--- config.mk ---
export PLATFORM = sky130hd
export DESIGN_NAME = uart_crc_frame_receiver
export DESIGN_NICKNAME = d
export VERILOG_FILES = /design/src/rtl/uart_crc_frame_receiver.sv
export SDC_FILE = /design/constraint.sdc
export NUM_CORES = 1
export LEC_CHECK = 0
export ABC_AREA = 1
export CAP_MARGIN = 5
export CORE_ASPECT_RATIO = 1.1
export CORE_UTILIZATION = 62
export CTS_CLUSTER_SIZE = 16
export DETAILED_ROUTE_END_ITERATION = 10
export DONT_BUFFER_PORTS = 1
export PLACE_DENSITY = 0.88
export SLEW_MARGIN = 20
export SYNTH_ARGS = -nofsm -noshare
export SYNTH_HDL_FRONTEND = slang
export SYNTH_SLANG_ARGS = --single-unit
export TNS_END_PERCENT = 30
--- constraint.sdc ---
create_clock -name clk -period 2.45 [get_ports clk]
set_input_delay 0.49 -clock clk [delete_from_list [all_inputs] [get_ports clk]]
set_output_delay 0.49 -clock clk [all_outputs]
set_load 0.1 [all_outputs]
--- src/rtl/uart_crc_frame_receiver.sv ---
// uart_crc_frame_receiver: UART frame receiver (start, data, CRC, stop) with serial CRC check.
// Ports:
//   clk, reset_n (async active-low)  system clock and reset
//   rx_in                            serial line, idle high, asynchronous to clk
//   data_out / crc_out               received payload and CRC field, bit 0 = first received
//   crc_err / frame_err              CRC mismatch / stop bit low, valid with out_valid
//   out_valid / out_ready            downstream handshake, frame held until accepted
//   overrun                          one-cycle pulse when a completed frame is dropped
module uart_crc_frame_receiver #(
  parameter int CLK_FREQ = 50000000,
  parameter int BAUD_RATE = 9600,
  parameter int DATA_BITS = 8,
  parameter int CRC_BITS = 8,
  parameter logic [CRC_BITS-1:0] CRC_POLY = CRC_BITS'(8'h07),
  parameter logic [CRC_BITS-1:0] CRC_INIT = '0
) (
  input  logic                 clk,
  input  logic                 reset_n,
  input  logic                 rx_in,
  output logic [DATA_BITS-1:0] data_out,
  output logic [CRC_BITS-1:0]  crc_out,
  output logic                 crc_err,
  output logic                 frame_err,
  output logic                 out_valid,
  input  logic                 out_ready,
  output logic                 overrun
);
  localparam int DIV = CLK_FREQ / BAUD_RATE;
  localparam int CW = $clog2(DIV);
  localparam int NB = DATA_BITS > CRC_BITS ? DATA_BITS : CRC_BITS;
  localparam int BW = $clog2(NB + 1);
  typedef enum logic [2:0] {IDLE, START, DATA, CRC, STOP} state_t;
  state_t state, state_nx;
  logic s1, rxs;
  logic [CW-1:0] cnt;
  logic [BW-1:0] nb;
  logic [DATA_BITS-1:0] data_sr, data_nx;
  logic [CRC_BITS-1:0] crc_sr, lfsr, lfsr_nx;
  logic stop_bit, done, tick, last;
  // tick marks the sampling point: half a bit into START, mid-bit afterwards
  always_comb begin
    tick = state == START ? cnt == CW'(DIV/2-1) : (state != IDLE && cnt == CW'(DIV-1));
    last = state == DATA ? nb == BW'(DATA_BITS-1) : nb == BW'(CRC_BITS-1);
    state_nx = state;
    case (state)
      IDLE:    if (!rxs) state_nx = START;
      START:   if (tick) state_nx = rxs ? IDLE : DATA;
      DATA:    if (tick && last) state_nx = CRC;
      CRC:     if (tick && last) state_nx = STOP;
      STOP:    if (tick) state_nx = IDLE;
      default: state_nx = IDLE;
    endcase
    data_nx = data_sr >> 1;
    data_nx[DATA_BITS-1] = rxs;
    lfsr_nx = {lfsr[CRC_BITS-2:0], 1'b0} ^ ((lfsr[CRC_BITS-1] ^ rxs) ? CRC_POLY : '0);
  end
  always_ff @(posedge clk or negedge reset_n)
    if (!reset_n) state <= IDLE;
    else state <= state_nx;
  always_ff @(posedge clk or negedge reset_n)
    if (!reset_n) begin
      s1 <= 1'b1;
      rxs <= 1'b1;
    end else begin
      s1 <= rx_in;
      rxs <= s1;
    end
  always_ff @(posedge clk or negedge reset_n)
    if (!reset_n) begin
      cnt <= '0;
      nb <= '0;
      data_sr <= '0;
      crc_sr <= '0;
      lfsr <= '0;
      stop_bit <= 1'b0;
      done <= 1'b0;
      data_out <= '0;
      crc_out <= '0;
      crc_err <= 1'b0;
      frame_err <= 1'b0;
      out_valid <= 1'b0;
      overrun <= 1'b0;
    end else begin
      cnt <= (state == IDLE || tick) ? '0 : cnt + CW'(1);
      nb <= (state == IDLE || state == START || (tick && last)) ? '0 : tick ? nb + BW'(1) : nb;
      if (tick && state == DATA) data_sr <= data_nx;
      lfsr <= state == START ? CRC_INIT : (tick && state == DATA) ? lfsr_nx : lfsr;
      if (tick && state == CRC) crc_sr <= {rxs, crc_sr[CRC_BITS-1:1]};
      if (tick && state == STOP) stop_bit <= rxs;
      done <= tick && state == STOP;
      // a completed frame is dropped only if the held one is not leaving this cycle
      overrun <= done && out_valid && !out_ready;
      if (done && (!out_valid || out_ready)) begin
        data_out <= data_sr;
        crc_out <= crc_sr;
        crc_err <= crc_sr != lfsr;
        frame_err <= ~stop_bit;
        out_valid <= 1'b1;
      end else if (out_ready) out_valid <= 1'b0;
    end
endmodule
==> results.cfg <==
[outcome]
status = finished, final reports clean

[final_layout]
antenna-diode-count = 0
n_fill_cell = 337
multi_input_area_mm2 = 0.00112
area_delta_synth_final_pct = 12.8
final_area_mm2 = 0.00345
register_area_mm2 = 0.00170
fin_nets = 382
drive_gt1_share_pct = 15.2

[synth]
synth_top_area_share_pct = 54.0
synth_area_leaders = dfrtp_1 54%, nand2_1 9.9%, inv_1 5.4%, nor2_1 4.5%, o21ai_0 4.1%
synth_most_common_cell = nand2_1
synthDistinctLibCells = 28
synthTopCellsByCount = 81 x nand2_1, 66 x dfrtp_1, 44 x inv_1
synthArstFlopShare_pct = 100
yosysTopAreaCell = dfrtp_1
synth_seq_cells = 68
syn-mean-instance-area_um2 = 8.72
synthesis.nets = 357
yosysSeqAreaShare_pct = 55.7
ys_warn_count = 0
synth_edf_count = 0
synthesis.area_mm2 = 0.00306
netlist_instances = 351
synth_ff_type = dfrtp_1

[clock_network]
insertion_delay_ps = 350
cts-buffers-inserted = 9
htree_levels = 3
clock_sinks = 68
cts.clk_slew.worst_paths_ps = 80
cts_tree = done
cts_max_path_buffers = 2
root_buffer = clkbuf_8
postCtsSetupBuffers = 0

[route]
wirelength_um = 6080
wl_per_cell_um = 13.9
vias_per_cell = 5.39
dr_total_vias = 2355
drcViolationCount = 0
dr.pass1.iters = 4
dr.first_iter.drc_count = 208
antenna_left = 0

[place]
gp_congestion = 0.887
placed_cell_area_mm2 = 0.00323
place_ws_ps = 695
place_hpwl_um = 3850
io_buffers = 0

[floorplan]
io_pins = 24
die_h_um = 75.7
rows = 26
core_mm2 = 0.00468
die_area_mm2 = 0.00522
fp.dieW_um = 69.0
start_util_pct = 65.3

[timing]
finalSetupTns_ps = 0
finalClockSkew_ps = 11.2
period_share_pct = 74.7
setup_viol = 0
worstMarginPinSlew_ps = 965
hold_slack_ps = 15.6
slew_headroom_pct = 35.6
slew_viol_final = 0
setup_ws_ps = 620
period_needed_ps = 1830
rsz0062_at_grt = no
hold_violations = 0
max_freq_mhz = 547

[flow_run]
drv_cap = 0

[setup_path]
critPathMaxFanout = 2
worstSetupPathType = flop to primary output
arrival_ps = 1340
end_kind = primary output
startpoint_type = flop
required_ps = 1960

[power_and_ir_drop]
clkPwrFrac_pct = 43.9
power_uw = 2060
seqPwrFrac_pct = 54.7
combPwrFrac_pct = 1.4
p_sw_uw = 459
p_int_uw = 1600
peakVddDrop_v = 0.000341
power_density_mw_per_mm2 = 597
leakagePower_uw = 0.00173
swShare_pct = 22.3

[global_route]
grt_start_max_net_pins = 69
grt_usage_pct = 26.7
antenna_found_initial = 0
grt-ovfl-total = 0
grt_pass1_vias = 2318
grt_pass1_wl_um = 9940

[worst_hold_path]
hold_path.class = input port to async pin
-- what timing repair did --
action | 4_1_cts | 5_1_grt
hold buffers | 1 | 0
endpoints found under the hold margin | 68 | 0
resized for setup | 0 | 0
-- metrics by stage --
stage	util (%)	instances
6_report	73.7	437
5_1_grt	73.7	437
4_1_cts	73.7	437
3_5_place_dp	69.0	420
3_3_place_gp	69.0	420
2_1_floorplan	-	351
-- logic make-up after synthesis --
logic type               count (synthesis)  synth area share (%)
adder cells (fa/ha/maj)                  2                 0.818
flip-flops                              68                  55.7
buffers and inverters                   56                  7.61
AO/OA/AOI/OAI                           54                  9.90
XOR/XNOR                                11                  3.15
AND/OR/NAND/NOR                        160                  22.8
-- area by class of cell --
| type | instances | share of cell area (%) |
|---|---|---|
| Inverter | 49 | 5.33 |
| Clock inverter | 6 | 1.89 |
| Timing Repair Buffer | 21 | 5.15 |
| Sequential cell | 68 | 49.4 |
| Tap cell | 56 | 2.03 |
| Clock buffer | 10 | 3.70 |
| Multi-Input combinational cell | 227 | 32.5 |
-- cells in the final DEF, fill, tap and decap left out, types with 8 or more instances in the layout --
master / n
nand2_1: 81
dfrtp_1: 66
inv_1: 44
nor2_1: 37
o21ai_0: 25
buf_4: 20
nand3_1: 19
o21ai_1: 10
a21oi_1: 9
nor3_1: 9
xor2_1: 9
clkbuf_8: 9
o21ai_2: 8
-- sequential cells by signal, indices dropped and copies added (netlist names), 3 cells and up --
| signal | count |
|---|---|
| cnt | 13 |
| crc_out | 8 |
| crc_sr | 8 |
| data_out | 8 |
| data_sr | 8 |
| lfsr | 8 |
| nb | 4 |
| state | 3 |
-- power by group through the flow --
| stage | logic (uW) | clock network, uW | registers (uW) |
|---|---|---|---|
| detailed placement | 4.52 | 0 | 1150 |
| global placement | 4.37 | 0 | 1150 |
| finish | 29.4 | 904 | 1130 |
| floorplan | 3.56 | 0 | 1150 |
| global route | 35.1 | 959 | 1130 |
| CTS | 30.8 | 912 | 1130 |
-- final timing paths --
kind / startpoint / endpoint / slack (ps) / cells past startpoint
max: crc_out[0] / crc_out[0] / 620 / 0
min: reset_n / crc_sr[0] / 20 / 1
max reg2reg: cnt[0] / lfsr[7] / 690 / 11
min reg2reg: s1 / rxs / 360 / 0
max in group asynchronous: reset_n / s1 / 2130 / 1
min in group clk: rx_in / s1 / 140 / 0
-- per-layer routing --
layer,track usage [%],share of wire (%),up-vias
met5,0,0,-
met1,31.1,43,1116
li1,-,-,1158
met4,13.8,2.4,0
met3,5.84,4.2,15
met2,46.0,51,66
Power figures use the tool's default switching activity.
